==> config.mk <==
export PLATFORM = sky130hd
export DESIGN_NAME = instruction_fetch_unit_flat
export DESIGN_NICKNAME = d
export VERILOG_FILES = /design/src/rtl/instruction_fetch_unit_if.sv /design/src/rtl/instruction_fetch_unit.sv /design/src/flat_wrapper.sv
export SDC_FILE = /design/constraint.sdc
export NUM_CORES = 1
export LEC_CHECK = 0
export BUFFER_PORTS_ARGS = -buffer_cell sky130_fd_sc_hd__buf_2
export CAP_MARGIN = 20
export CORE_MARGIN = 3
export CORE_UTILIZATION = 40
export CTS_CLUSTER_SIZE = 28
export DETAILED_ROUTE_END_ITERATION = 10
export GPL_TIMING_DRIVEN = 0
export PLACE_DENSITY = 0.58
export SLEW_MARGIN = 10
export SYNTH_ARGS = -nofsm -noshare
export SYNTH_HDL_FRONTEND = slang
export SYNTH_SLANG_ARGS = --single-unit
export TNS_END_PERCENT = 50
==> constraint.sdc <==
create_clock -name clk -period 2.57 [get_ports clk]
set_clock_uncertainty 0.15 [all_clocks]
set_input_delay 0.1285 -clock clk [delete_from_list [all_inputs] [get_ports clk]]
set_output_delay 0.1285 -clock clk [all_outputs]
set_load 0.005 [all_outputs]
==> src/rtl/instruction_fetch_unit_if.sv <==
// Fetch-unit bus bundle: instruction-memory req/ack channel, redirect port from
// execute, and the valid/ready instruction hand-off to decode.
//   master : fetch unit view (drives imem_req/imem_addr and the inst_* outputs)
//   slave  : environment view (memory, execute and decode side)
interface instruction_fetch_unit_if;
  logic        imem_req;
  logic [31:0] imem_addr;
  logic        imem_ack;
  logic [31:0] imem_rdata;
  logic        redirect;
  logic [31:0] redirect_pc;
  logic        inst_valid;
  logic        inst_ready;
  logic [31:0] inst;
  logic [31:0] inst_pc;

  modport master (
    output imem_req, imem_addr, inst_valid, inst, inst_pc,
    input  imem_ack, imem_rdata, redirect, redirect_pc, inst_ready
  );

  modport slave (
    input  imem_req, imem_addr, inst_valid, inst, inst_pc,
    output imem_ack, imem_rdata, redirect, redirect_pc, inst_ready
  );
endinterface

==> src/rtl/instruction_fetch_unit.sv <==
// Instruction fetch unit: owns the fetch PC, issues one outstanding word fetch
// at a time, buffers returned words in a DEPTH-entry circular queue and hands
// the head to decode. A redirect flushes the queue and restarts fetch.
// Ports:
//   clk          rising-edge clock
//   reset        asynchronous active-low reset
//   bus          instruction_fetch_unit_if.master (imem, redirect, decode hand-off)
//   stall_cycles decode-starvation counter, only when IFU_STALL_COUNT_EN is defined
// Optional feature macro: IFU_STALL_COUNT_EN
module instruction_fetch_unit #(
  parameter int unsigned DEPTH    = 4,
  parameter logic [31:0] RESET_PC = 32'h0000_0000
) (
  input  logic                     clk,
  input  logic                     reset,
  instruction_fetch_unit_if.master bus
`ifdef IFU_STALL_COUNT_EN
  ,
  output logic [31:0]              stall_cycles
`endif
);

  localparam int unsigned PtrW = $clog2(DEPTH);
  localparam int unsigned CntW = PtrW + 1;

  typedef enum logic [1:0] {StIdle, StReq, StDrop} state_e;

  state_e          state_q;
  logic [31:0]     fetch_pc_q;
  logic [PtrW-1:0] wr_ptr_q, rd_ptr_q;
  logic [CntW-1:0] count_q;
  logic [CntW-1:0] count_after;
  logic [31:0]     q_inst [DEPTH];
  logic [31:0]     q_pc   [DEPTH];
  logic            pop, push;
  logic [31:0]     redirect_word;

  assign redirect_word  = {bus.redirect_pc[31:2], 2'b00};
  assign bus.inst_valid = (count_q != '0);
  assign bus.inst       = q_inst[rd_ptr_q];
  assign bus.inst_pc    = q_pc[rd_ptr_q];
  assign pop            = bus.inst_valid & bus.inst_ready;
  // Data accepted in REQ is pushed unless a redirect voids it the same edge.
  assign push           = (state_q == StReq) & bus.imem_ack & ~bus.redirect;
  // Occupancy after this edge's push; decides whether to keep fetching.
  assign count_after    = count_q + CntW'(1) - CntW'(pop);

  always_ff @(posedge clk or negedge reset) begin
    if (!reset) begin
      state_q       <= StIdle;
      fetch_pc_q    <= RESET_PC;
      bus.imem_req  <= 1'b0;
      bus.imem_addr <= RESET_PC;
      wr_ptr_q      <= '0;
      rd_ptr_q      <= '0;
      count_q       <= '0;
      for (int unsigned i = 0; i < DEPTH; i++) begin
        q_inst[i] <= '0;
        q_pc[i]   <= '0;
      end
    end else begin
      // Queue bookkeeping
      if (bus.redirect) begin
        wr_ptr_q <= '0;
        rd_ptr_q <= '0;
        count_q  <= '0;
      end else begin
        if (push) begin
          q_inst[wr_ptr_q] <= bus.imem_rdata;
          q_pc[wr_ptr_q]   <= fetch_pc_q;
          wr_ptr_q         <= wr_ptr_q + PtrW'(1);
        end
        if (pop) begin
          rd_ptr_q <= rd_ptr_q + PtrW'(1);
        end
        count_q <= count_q + CntW'(push) - CntW'(pop);
      end

      // Fetch control
      unique case (state_q)
        StIdle: begin
          if (bus.redirect) begin
            fetch_pc_q <= redirect_word;
          end else if (count_q < CntW'(DEPTH)) begin
            state_q       <= StReq;
            bus.imem_req  <= 1'b1;
            bus.imem_addr <= fetch_pc_q;
          end
        end
        StReq: begin
          if (bus.redirect) begin
            fetch_pc_q <= redirect_word;
            if (bus.imem_ack) begin
              state_q      <= StIdle;
              bus.imem_req <= 1'b0;
            end else begin
              // Request must stay on the bus until acked; its data is dropped.
              state_q <= StDrop;
            end
          end else if (bus.imem_ack) begin
            fetch_pc_q <= fetch_pc_q + 32'd4;
            if (count_after < CntW'(DEPTH)) begin
              bus.imem_addr <= fetch_pc_q + 32'd4;
            end else begin
              state_q      <= StIdle;
              bus.imem_req <= 1'b0;
            end
          end
        end
        StDrop: begin
          if (bus.redirect) begin
            fetch_pc_q <= redirect_word;
          end
          if (bus.imem_ack) begin
            state_q      <= StIdle;
            bus.imem_req <= 1'b0;
          end
        end
        default: begin
          state_q      <= StIdle;
          bus.imem_req <= 1'b0;
        end
      endcase
    end
  end

`ifdef IFU_STALL_COUNT_EN
  // Counts cycles decode was ready but starved; saturates, cleared only by reset.
  always_ff @(posedge clk or negedge reset) begin
    if (!reset) begin
      stall_cycles <= '0;
    end else if (bus.inst_ready && !bus.inst_valid && (stall_cycles != 32'hFFFF_FFFF)) begin
      stall_cycles <= stall_cycles + 32'd1;
    end
  end
`endif

endmodule
==> src/flat_wrapper.sv <==
// flat-port wrapper written by rule: the top's interface ports become plain ports
module instruction_fetch_unit_flat 
#(
  parameter int unsigned DEPTH    = 4,
  parameter logic [31:0] RESET_PC = 32'h0000_0000
)
  (clk, reset, bus_imem_req, bus_imem_addr, bus_inst_valid, bus_inst, bus_inst_pc, bus_imem_ack, bus_imem_rdata, bus_redirect, bus_redirect_pc, bus_inst_ready);
  instruction_fetch_unit_if bus_i ();
  input  logic clk;
  input  logic reset;
  output wire logic [$bits(bus_i.imem_req)-1:0] bus_imem_req;
  output wire logic [$bits(bus_i.imem_addr)-1:0] bus_imem_addr;
  output wire logic [$bits(bus_i.inst_valid)-1:0] bus_inst_valid;
  output wire logic [$bits(bus_i.inst)-1:0] bus_inst;
  output wire logic [$bits(bus_i.inst_pc)-1:0] bus_inst_pc;
  input wire logic [$bits(bus_i.imem_ack)-1:0] bus_imem_ack;
  input wire logic [$bits(bus_i.imem_rdata)-1:0] bus_imem_rdata;
  input wire logic [$bits(bus_i.redirect)-1:0] bus_redirect;
  input wire logic [$bits(bus_i.redirect_pc)-1:0] bus_redirect_pc;
  input wire logic [$bits(bus_i.inst_ready)-1:0] bus_inst_ready;
  assign bus_imem_req = bus_i.imem_req;
  assign bus_imem_addr = bus_i.imem_addr;
  assign bus_inst_valid = bus_i.inst_valid;
  assign bus_inst = bus_i.inst;
  assign bus_inst_pc = bus_i.inst_pc;
  assign bus_i.imem_ack = bus_imem_ack;
  assign bus_i.imem_rdata = bus_imem_rdata;
  assign bus_i.redirect = bus_redirect;
  assign bus_i.redirect_pc = bus_redirect_pc;
  assign bus_i.inst_ready = bus_inst_ready;
  instruction_fetch_unit #(.DEPTH(DEPTH), .RESET_PC(RESET_PC)) u_core (.clk(clk), .reset(reset), .bus(bus_i));
endmodule
# Word-level counts from Yosys, hierarchy flattened
# Cells that the tools add are included.
dict set report word_totals {
  in_bits 69
  out_inout_bits 98
  wordCells 97
  register_bits 330
}
dict set report classes {
  n_mux 40
  addsub 7
  n_lt_le_gt_ge 5
  eq_ne 11
  bitwise 6
  n_reduce_logical 13
}
# op n
set op_table {}
lappend op_table {{32-bit 2-to-1 mux} 13}
lappend op_table {{128-bit bitwise mux} 2}
lappend op_table {{32-bit binary-select mux with 2-bit select} 2}
lappend op_table {{32-bit case mux with 2 select lines} 2}
lappend op_table {{32-bit demux with 2-bit select} 1}
lappend op_table {{32-bit by 3-bit adder with 32-bit output, second input constant} 1}
lappend op_table {{2-bit 2-to-1 mux} 11}
lappend op_table {{2-bit inequality test, second input constant} 5}
lappend op_table {{2-bit nonzero test} 4}
lappend op_table {{3-bit >= comparator, second input constant} 2}
lappend op_table {{3-bit < comparator, second input constant} 2}
lappend op_table {{1-bit 2-to-1 mux} 6}
lappend op_table {{3-bit inequality test, second input constant} 2}
lappend op_table {{2-bit NOT with 3-bit output} 2}
lappend op_table {{2-bit case mux with 3 select lines} 1}
lappend op_table {{6-bit AND reduction} 1}
lappend op_table {{3-bit by 1-bit subtractor with 3-bit output} 2}
lappend op_table {{5-bit AND reduction} 1}
lappend op_table {{2-bit by 1-bit adder with 2-bit output, second input constant} 2}
lappend op_table {{2-bit by 1-bit inequality test with 1-bit output, second input constant} 2}
lappend op_table {{4-bit AND reduction} 1}
lappend op_table {{3-bit by 1-bit adder with 3-bit output} 1}
lappend op_table {{3-bit by 1-bit adder with 3-bit output, second input constant} 1}
lappend op_table {{1-bit bitwise AND} 3}
lappend op_table {{12 further kinds} 12}

# Depth between registers and ports, before layout
# Gate-level depths: netlist (run 1).
dict set report depth {
  word_depth 8
  mapped_depth 10
  mapped_depth_nobuf 10
}

# Worst setup path before layout (run 1)
# Ideal clock, no wire load.
dict set report synth_path {
  path_type {register to register}
  start {register u_core.count_q[2]}
  end {register u_core.count_q[2]}
  path_buffers 0
  slack_ps 267
  path_stages_with_launch 11
  synth_period_minus_slack_ps 2303
  setup_time_ps 132
  arrival_ps 2021
  required_ps 2288
  cell_sequence {dfrtp_1 -> or3_1 -> nand2_1 -> inv_1 -> ha_1 -> inv_1 -> ha_1 -> inv_1 -> fa_1 -> xnor2_1 -> nor2_1}
}
dict set report synth_between {
  elab_chain_len 4
  word_cells_on_any_way 5
  classes_between {add/sub: 2; mux: 1; bitwise: 1; reduce/logical: 1}
}
# element line_no
set synth_rtl {}
lappend synth_rtl {{start: declaration} instruction_fetch_unit.sv:31} ;# logic [CntW-1:0] count_q;
lappend synth_rtl {{start signal: assignment} instruction_fetch_unit.sv:76} ;# count_q <= count_q + CntW'(push) - CntW'(pop);
lappend synth_rtl {{3-bit nonzero test} instruction_fetch_unit.sv:39} ;# assign bus.inst_valid = (count_q != '0);
lappend synth_rtl {{via bus_inst_valid} flat_wrapper.sv:13} ;# output wire logic [$bits(bus_i.inst_valid)-1:0] bus_inst_valid;
lappend synth_rtl {{1-bit bitwise AND} instruction_fetch_unit.sv:42} ;# assign pop = bus.inst_valid & bus.inst_ready;
lappend synth_rtl {{3-bit by 1-bit subtractor with 3-bit output} instruction_fetch_unit.sv:76}
lappend synth_rtl {{3-bit 2-to-1 mux} instruction_fetch_unit.sv:63} ;# if (bus.redirect) begin
# The timed path passes the listed nets, and every way through them passes these cells.
# A chain may end at the register's enable or synchronous reset.

# Final worst setup path (run 1)
dict set report layout_path {
  start {register u_core.state_q[0]}
  end {register u_core.fetch_pc_q[26]}
}
dict set report layout_between {
  elab_chain_len 4
  word_cells_on_any_way 9
  classes_between {eq/ne: 4; mux: 1; reduce/logical: 4}
}
# element line_no
set layout_rtl {}
lappend layout_rtl {{start: declaration} instruction_fetch_unit.sv:28} ;# state_e state_q;
lappend layout_rtl {{start signal: assignment} instruction_fetch_unit.sv:50} ;# state_q <= StIdle;
lappend layout_rtl {{start signal: assignment} instruction_fetch_unit.sv:85} ;# state_q <= StReq;
lappend layout_rtl {{start signal: assignment} instruction_fetch_unit.sv:94} ;# state_q <= StIdle;
lappend layout_rtl {{2-bit == test / 2-bit zero test (equally long branches)} instruction_fetch_unit.sv:80} ;# unique case (state_q)
lappend layout_rtl {{2-bit OR reduction (no line)} -}
lappend layout_rtl {{2-bit by 1-bit inequality test with 1-bit output (no line) / 2-bit nonzero test (equally long branches)} -}
lappend layout_rtl {{3-bit AND reduction (no line)} -}
lappend layout_rtl {{end signal: assignment} instruction_fetch_unit.sv:83} ;# fetch_pc_q <= redirect_word;
lappend layout_rtl {{end signal: assignment} instruction_fetch_unit.sv:92} ;# fetch_pc_q <= redirect_word;
lappend layout_rtl {{end signal: assignment} instruction_fetch_unit.sv:101} ;# fetch_pc_q <= fetch_pc_q + 32'd4;
lappend layout_rtl {{end: declaration} instruction_fetch_unit.sv:29} ;# logic [31:0] fetch_pc_q;
# Parallel ways exist; a longest one is shown, timed or not.

==> metrics, run 1 <==
Synth cell types 56; Worst Setup Path Type register to register; Worst Tran Pin Value 0.730 ns; vias in the first global route 10,600; fin cells 1,880; Core Area 0.0360 mm2; Yosys reg bits 318; Die H slightly below 200 um; WL final 39,200 um; Initial Util 0.411; row count 69; Worst slew margin 0.509; drt initial violations 784; async set-reset flop share out of synthesis 1.00; origin of the critical flop-to-flop path u_core.state_q[0]$_DFFE_PN0P_; Crit. Startpoint u_core.state_q[0]$_DFFE_PN0P_; fillcell total 3,210; share of cells above drive strength 1 0.428; maximum resistive drop on vdd just under 0.4 mV; Psw 5.69 mW; commonest non-fill, non-tap cells in the layout 315 x dfrtp_1, 232 x mux2_2, 209 x buf_2; Vias 10,200; r2r worst-path depth 6; Place WS -0.554 ns; maximum buffer depth of the clock tree 3; DR pass1 iterations 5; initial antenna violation count 0; CTS tree yes; Tot GR Track Use 0.200; Crit Path Max Fanout 10; Post-synth EDFFs 0; placed insts about 1,800; clock power share 0.269; largest area contributor in the netlist dfrtp_1; root buf cell clkbuf_16; Worst-path clk slew roughly 0.060 ns; setup violators final 0; worst reg2reg endpoint u_core.fetch_pc_q[26]$_DFFE_PN0P_; Cell Area, Synth around 0.015 mm2; Hold Fails Final Rpt 0; H-tree depth 2; I/O Buffers 159; crit path DAT about 2.7 ns; Worst setup endpoint u_core.fetch_pc_q[26]$_DFFE_PN0P_; final worst path period need 2.53 ns; Peak Freq approximately 400 MHz; Most used DFF post-synth dfrtp_1; post-DP HPWL ~27,000 um; DIE AREA 0.0394 mm2; Max Cap Viol 0; CTS Buf Count 36; Gate power share 0.333; worst setup margin 0.0351 ns; DR vias/cell 5.44; period utilisation layout 0.986; commonest non-fill, non-tap cell in the layout dfrtp_1; Yosys top cell area share 0.537; WL per Instance 20.8 um; DIE WIDTH 198 um; first-pass GRT wire length around 60,000 um; Routed Antenna Nets 0; diodes inserted 0; Power Dens Cells approximately 1000 mW/mm2; cell count after synthesis 1,124; Int Pwr 12.7 mW; Congestion Overflow GR 0; DRC errors left 0; gpl congestion 0.875; sequential area share after synthesis 0.537; P_leak 8.27 nW; startpoint types register; status finished clean; Ys Warns 0; worst hold path type primary input to async pin; Synth area leaders dfrtp_1 54%, mux2_2 18%, mux4_2 9.4%; CP Data Required Time 2.78 ns; Seq pwr share 0.398; CTS Sinks 318; count of pins over their slew limit 0; Final Core Density 0.505; synth-to-layout area growth 22.8%; syn avg cell area 13.2 um2; r2r setup slk 0.04 ns; Net Sw Frac 0.310; largest net degree at the start of global routing about 110; clk_lat worst skew approximately 0.52 ns; Final nets 1,473; Top Ports between 150 and 200; critical path endpoint category register
[per-layer routing]
metal | up-vias | share of wire | track usage
met5 | - | 0 | 0
met4 | 0 | 0.028 | 0.0601
met3 | 79 | 0.043 | 0.0268
met2 | 249 | 0.46 | 0.314
met1 | 5260 | 0.47 | 0.292
li1 | 4643 | - | -
[per-stage QoR]
stage	area, um2	total power, mW	setup TNS (ns)	hold slack, ns
floorplan	14800	11.0	0	-0.317
global placement	16200	13.3	-1579.23	0.248
detailed placement	16300	13.4	-13.40	-0.221
CTS	18100	18.6	0	0.0421
global route	18200	19.5	-0.00531	0.0821
finish	18200	18.4	0	0.0817
[sequential cells by signal, summed over array words and instances (netlist names)]
| register | flops |
|---|---|
| u_core.rd_ptr_q | 2 |
| u_core.bus.imem_req | 1 |
| u_core.count_q | 3 |
| u_core.bus.imem_addr | 30 |
| u_core.fetch_pc_q | 30 |
| u_core.state_q | 2 |
| u_core.q_pc | 120 |
| u_core.q_inst | 128 |
| u_core.wr_ptr_q | 2 |
[power groups by stage]
stage / sequential [mW] / combinational [mW] / clock, mW
after floorplan: 7.10 / 3.91 / 0
after global placement: 7.27 / 6.01 / 0
after detailed placement: 7.33 / 6.11 / 0
after CTS: 7.31 / 6.20 / 5.06
after global routing: 7.48 / 6.73 / 5.27
final: 7.30 / 6.13 / 4.94
[worst min path at each step]
stage / start / end / slack [ns] / cells after the start
floorplan: reset / u_core.bus.imem_addr[10]$_DFFE_PN0P_ / -0.32 / 0
global placement: bus_redirect_pc[20] / u_core.fetch_pc_q[20]$_DFFE_PN0P_ / 0.25 / 3
detailed placement: reset / u_core.q_inst[85]$_DFFE_PN0P_ / -0.22 / 1
CTS: bus_redirect / u_core.fetch_pc_q[28]$_DFFE_PN0P_ / 0.04 / 4
global route: bus_redirect / u_core.fetch_pc_q[24]$_DFFE_PN0P_ / 0.08 / 4
finish: reset / u_core.q_inst[58]$_DFFE_PN0P_ / 0.08 / 3
[what timing repair did]
item / 4_1_cts / 5_1_grt
hold buffers: 66 / 0
endpoints found under the hold margin: 379 / 0
buffers inserted: 2 / 2
gates resized for setup: 21 / 25
pin swaps: 1 / 1
endpoints found under the setup margin: 89 / 49
[cell usage after synthesis (4+ instances only)]
| cell type | number |
|---|---|
| nor2b_1 | 4 |
| nand3_1 | 21 |
| mux2_2 | 232 |
| clkbuf_1 | 31 |
| nor2_1 | 69 |
| a2bb2oi_1 | 6 |
| o21ai_0 | 30 |
| buf_4 | 10 |
| ha_1 | 8 |
| buf_2 | 56 |
| a31oi_1 | 6 |
| buf_1 | 6 |
| mux4_2 | 62 |
| nor4_1 | 6 |
| xor2_1 | 10 |
| o22ai_1 | 11 |
| and4_1 | 4 |
| inv_1 | 12 |
| nand2_1 | 58 |
| xnor2_1 | 24 |
| nor3_1 | 17 |
| dfrtp_1 | 318 |
| a21oi_1 | 56 |
| nand4_1 | 13 |
| and3_1 | 4 |
[worst max-delay path: stages, from the launching register on]
cell       delay [ns]
dfrtp_1          0.37
buf_2            0.19
nand2_1          0.32
and2_1           0.18
clkbuf_1         0.44
clkbuf_1         0.57
a2bb2oi_1        0.16
[cell type report]
type,count,area [um2],share of cell area
Buffer,102,558,0.0307
Sequential cell,318,7960,0.438
Clock inverter,8,51.3,0.00282
Multi-Input combinational cell,693,6330,0.348
Timing Repair Buffer,232,1580,0.0868
Tap cell,461,577,0.0317
Clock buffer,54,1090,0.0600
Inverter,12,45.0,0.00248
[cells by family (layout without fill, tap and decap cells)]
group	Yosys count	in the layout	synth area share
XOR/XNOR	34	34	0.0201
multiplexers	295	295	0.271
other	1	4	0.000253
buffers and inverters	116	408	0.0372
adder cells (fa/ha/maj)	9	9	0.00811
AND/OR/NAND/NOR	214	214	0.0699
flip-flops	318	318	0.537
AO/OA/AOI/OAI	137	137	0.0558
Power figures use the tool's default switching activity.
==> run 2, diff against run 1 <==
- SETUP_SLACK_MARGIN: default -> 0.1
==> metrics, run 2 (synthesis results as in run 1) <==
Initial Util 0.411 (unchanged); Worst Setup Path Type register to primary output; commonest non-fill, non-tap cell in the layout dfrtp_1; WL final 39,300 um (+0.32%); number of flip-flops in the largest register 128 (unchanged); CTS Buf Count 36 (unchanged); setup violators final 0 (unchanged); Hold Crit Endpoint u_core.fetch_pc_q[28]$_DFFE_PN0P_; share of cells above drive strength 1 0.436 (+0.00723); CP Data Required Time 2.29 ns (-0.49 ns); final instance area 0.0183 mm2 (+0.39%); Tot GR Track Use 0.200 (+0.000366); largest registers u_core.q_inst: 128 flops, u_core.q_pc: 120 flops; DR pass1 iterations 5 (unchanged); first-pass GRT wire length 61,300 um (+0.19%); Hold Fails Final Rpt 0 (unchanged); gpl congestion 0.875 (unchanged); WHS 0.0693 ns (-0.0124 ns); RSZ-0062 raised after global routing true; DR vias/cell 5.43 (-0.25%); Cell Area, Placed 0.0163 mm2 (unchanged); CTS tree yes; HP Start bus_redirect; maximum buffer depth of the clock tree 3 (unchanged); Peak Freq 407 MHz (+3.3%); synth-to-layout area growth 23.3%; r2r worst-path depth 10 (+4); commonest non-fill, non-tap cells in the layout 314 x dfrtp_1, 232 x mux2_2, 209 x buf_2; count of pins over their slew limit 0 (unchanged); worst hold path type primary input to register; largest net degree at the start of global routing 107 (unchanged); row count 69 (unchanged); Largest Register u_core.q_inst; P_leak 8.31 nW (+0.47%); I/O Buffers 159 (unchanged); Vias 10,200 (-0.039%); origin of the critical flop-to-flop path u_core.count_q[2]$_DFF_PN0_; DIE WIDTH 198 um (unchanged); H-tree depth 2 (unchanged); initial antenna violation count 0 (unchanged); Congestion Overflow GR 0 (unchanged); Worst slew margin 0.490 (-0.0190); Max Cap Viol 0 (unchanged); diodes inserted 0 (unchanged); worst reg2reg endpoint u_core.count_q[2]$_DFF_PN0_; fin cells 1,884 (+0.21%); Routed Antenna Nets 0 (unchanged); DRC errors left 0 (unchanged); Core Area 0.0360 mm2 (unchanged); Worst-path clk slew 0.07 ns (about the same); WL per Instance 20.9 um (+0.11%); maximum resistive drop on vdd 0.391 mV (-0.12%); r2r setup slk 0.21 ns (+0.17 ns); final worst path period need 2.45 ns (-0.0809 ns); Final nets 1,477 (+0.27%); root buf cell clkbuf_16; Power, Total 18.5 mW (+0.48%); Worst Tran Pin Value 0.765 ns (+0.0346 ns); Crit Path Max Fanout 10 (unchanged); period utilisation layout 0.955 (-0.0315); hold path depth 4; placed insts 1,750 (unchanged); worst setup margin 0.116 ns (+0.0809 ns); DIE AREA 0.0394 mm2 (unchanged); Power Dens Cells 1010 mW/mm2 (about the same); Die H 198 um (unchanged); Top Ports 167 (unchanged); drt initial violations 860 (+9.7%); status finished clean; Place WS -0.554 ns (unchanged); startpoint types register; post-DP HPWL 26,700 um (unchanged); crit path DAT 2.18 ns (-0.56 ns); CTS Sinks 318 (unchanged); setup tns final 0 ns (unchanged); vias in the first global route 10,600 (+0.24%); clk_lat worst skew 0.52 ns (about the same); Final Core Density 0.507 (+0.00198); critical path endpoint category primary output
==> run 2: layer usage <==
layer | global-route usage | routed length [um] | up-vias
li1 | - | - | 4644
met1 | 0.292 | 18400 | 5275
met2 | 0.315 | 18200 | 241
met3 | 0.0274 | 1660 | 67
met4 | 0.0591 | 1030 | 0
met5 | 0 | 0 | -
==> run 2: worst max path at each step <==
stage / endpoint / depth (start not counted) / startpoint
6_report: bus_inst_pc[11] / 3 / u_core.rd_ptr_q[1]$_DFFE_PN0P_
5_1_grt: bus_inst_pc[9] / 3 / u_core.rd_ptr_q[1]$_DFFE_PN0P_
4_1_cts: u_core.fetch_pc_q[21]$_DFFE_PN0P_ / 7 / u_core.state_q[0]$_DFFE_PN0P_
3_5_place_dp: u_core.bus.imem_addr[3]$_DFFE_PN0P_ / 8 / u_core.count_q[2]$_DFF_PN0_
3_3_place_gp: u_core.bus.imem_addr[20]$_DFFE_PN0P_ / 1 / reset
2_1_floorplan: u_core.count_q[2]$_DFF_PN0_ / 10 / u_core.count_q[2]$_DFF_PN0_
==> run 2: worst max-delay path, stage by stage, from the launching register on <==
cell and delay [ns]:
dfrtp_1 0.67, clkbuf_4 0.43, mux4_2 0.40, buf_2 0.15
==> run 2: final cells by class <==
class                           instances  area, um2
Clock inverter                          8       51.3
Sequential cell                       318       7970
Multi-Input combinational cell        693       6360
Inverter                               12       45.0
Buffer                                101        559
Fill cell                            3198      17700
Tap cell                              461        577
Timing Repair Buffer                  237       1620
Clock buffer                           54       1090
==> run 2: where the power goes <==
| part | internal (mW) | leakage [nW] | switching, mW |
|---|---|---|---|
| Clock | 2.93 | 0.570 | 2.03 |
| Combinational | 3.30 | 3.68 | 2.89 |
| Sequential | 6.50 | 4.07 | 0.814 |
==> run 2: repair_timing <==
| action | CTS | global route |
|---|---|---|
| hold buffers | 66 | 0 |
| setup endpoints to repair | 95 | 89 |
| setup buffers | 5 | 4 |
| gates resized for setup | 29 | 25 |
| pin swaps | 2 | 1 |
| hold endpoints to repair | 379 | 0 |
==> run 3, diff against run 2 <==
- BUFFER_PORTS_ARGS: -buffer_cell sky130_fd_sc_hd__buf_2 -> default
- DONT_BUFFER_PORTS: default -> 1
- PLACE_DENSITY: 0.58 -> 0.54
- RECOVER_POWER: default -> 25
==> metrics, run 3 (synthesis results as in run 1) <==
Routed Antenna Nets 0 (unchanged); share of cells above drive strength 1 0.368 (-0.0676); cell family with most CP delay multiplexers; critical path depth in cells 2 (-1); gpl congestion 0.867 (-0.94%); Hold Fails Final Rpt 318 (+318); maximum resistive drop on vdd 0.491 mV (+26%); largest registers u_core.q_inst: 128 flops, u_core.q_pc: 120 flops; critical path endpoint category primary output; Crit. Startpoint u_core.rd_ptr_q[0]$_DFFE_PN0P_; Place WS -0.538 ns (+0.0169 ns); row count 69 (unchanged); Max Cap Viol 0 (unchanged); first-pass GRT wire length 61,400 um (+0.20%); cts hold-fix bufs 67 (+1.5%); area of the multi-input gates 0.00637 mm2 (+0.24%); WL final 39,400 um (+0.17%); Die H 198 um (unchanged); DIE AREA 0.0394 mm2 (unchanged); crit path DAT 2.15 ns (-0.03 ns); root buf cell clkbuf_16; WL per Instance 22.8 um (+9.2%); DR vias/cell 5.56 (+2.4%); Worst slew margin 0.483 (-0.00774); DR pass1 iterations 4 (-1); synth-to-layout area growth 18.0%; initial antenna violation count 1 (+1); Top Ports 167 (unchanged); Final nets 1,316 (-11%); vias in the first global route 10,000 (-5.8%); I/O Buffers 0 (-100%); largest net degree at the start of global routing 319 (+200%); Vias 9,607 (-6.1%); r2r setup slk 0.21 ns (about the same); Final Core Density 0.485 (-0.0220); Net Sw Frac 0.310 (-0.000861); status complete, but fails checks; Register Area 0.00796 mm2 (about the same); WHS -0.825 ns (-0.894 ns); Worst Tran Pin Value 0.776 ns (+0.0116 ns); crit path cell chain buf_2 -> mux4_2; worst reg2reg endpoint u_core.bus.imem_addr[28]$_DFFE_PN0P_; Congestion Overflow GR 0 (unchanged); setup violators final 0 (unchanged); startpoint types register; CP max-delay cell mux4_2; drt initial violations 614 (-29%); Worst path max stage delay 0.62 ns (-0.05 ns); Peak Freq 412 MHz (+1.1%); worst hold path type primary input to async pin; period utilisation layout 0.945 (-0.00994); r2r worst-path depth 9 (-1); DRC errors left 0 (unchanged); DIE WIDTH 198 um (unchanged); CTS tree yes; Seq pwr share 0.414 (+0.018); Largest Register u_core.q_inst; Tot GR Track Use 0.201 (+0.00111); count of pins over their slew limit 0 (unchanged); number of flip-flops in the largest register 128 (unchanged); Crit Path Max Fanout 10 (unchanged); Worst Setup Path Type register to primary output; commonest non-fill, non-tap cells in the layout 313 x dfrtp_1, 232 x mux2_2, 69 x nor2_1; failing checks negative hold slack; Gate power share 0.290 (-0.045); fillcell total 3,252 (+1.7%); maximum buffer depth of the clock tree 3 (unchanged); Power Dens Cells 1020 mW/mm2 (+1.1%); Worst-path clk slew 0.06 ns (about the same); clk_lat worst skew 0.53 ns (about the same); clock power share 0.296 (+0.027); Initial Util 0.411 (unchanged); Psw 5.53 mW (-3.5%); P_leak 7.68 nW (-7.7%); Core Area 0.0360 mm2 (unchanged); final worst path period need 2.43 ns (-0.0255 ns); CTS Sinks 318 (unchanged); CP Data Required Time 2.29 ns (about the same); origin of the critical flop-to-flop path u_core.count_q[1]$_DFF_PN0_; post-DP HPWL 26,300 um (-1.5%); worst setup margin 0.142 ns (+0.0255 ns); RSZ-0062 raised after global routing true; commonest non-fill, non-tap cell in the layout dfrtp_1; Int Pwr 12.3 mW (-3.2%); Worst Path Buf+Inv 1 (-1); H-tree depth 2 (unchanged); CTS Buf Count 38 (+5.6%)
[run 3: worst max-delay path by stage]
stage,to,slack [ns]
after floorplan,u_core.count_q[2]$_DFF_PN0_,0.27
after global placement,u_core.bus.imem_addr[28]$_DFFE_PN0P_,-0.51
after detailed placement,u_core.bus.imem_addr[5]$_DFFE_PN0P_,-0.54
after CTS,bus_inst[13],0.06
after global routing,bus_inst[13],0.008
final,bus_inst[12],0.14
[run 3: metal layers]
metal  track usage  share of wire  wire length, um  vias up
met5             0              0                0        -
met4        0.0495          0.022              855        0
met3        0.0481          0.060             2370       46
met2         0.315           0.46            18100      218
met1         0.286           0.46            18000     5030
li1              -              -                -     4313
[run 3: metrics by stage]
stage          instance area [um2]  std cells  total power [mW]  TNS, ns  hold slack [ns]
2_1_floorplan                14800       1127              11.0        0           -0.317
3_3_place_gp                 15400       1588              12.3   -12.44           -0.301
3_5_place_dp                 15400       1588              12.5   -14.09           -0.301
4_1_cts                      17400       1725              18.0        0           -0.865
5_1_grt                      17500       1728              18.9        0           -0.856
6_report                     17500       1728              17.9        0           -0.825
[run 3: cell type report]
type | instances | share of cell area
Antenna cell | 1 | 0.000143
Buffer | 101 | 0.0315
Clock buffer | 55 | 0.0633
Clock inverter | 13 | 0.00695
Inverter | 12 | 0.00258
Multi-Input combinational cell | 693 | 0.365
Sequential cell | 318 | 0.456
Tap cell | 461 | 0.0330
Timing Repair Buffer | 74 | 0.0421
[run 3: worst register-to-register path, stage by stage, from the launching register on]
cell      delay (ns)
dfrtp_2         0.43
or3_4           0.43
nand2_2         0.10
ha_2            0.18
and3_4          0.19
nand3_2         0.09
a21boi_4        0.19
buf_12          0.16
clkbuf_4        0.23
a31oi_1         0.10
[run 3: what timing repair did]
| action | CTS | global route |
|---|---|---|
| hold endpoints to repair | 483 | 318 |
| pin swaps | 2 | 3 |
| endpoints found under the setup margin | 91 | 87 |
| resized for setup | 26 | 27 |
| setup buffers | 4 | 3 |
[run 3: power by group through the flow]
stage / clock network, mW / registers, mW / logic (mW)
2_1_floorplan: 0 / 7.10 / 3.91
3_3_place_gp: 0 / 7.37 / 4.98
3_5_place_dp: 0 / 7.42 / 5.06
4_1_cts: 5.43 / 7.40 / 5.20
5_1_grt: 5.66 / 7.59 / 5.68
6_report: 5.28 / 7.40 / 5.17
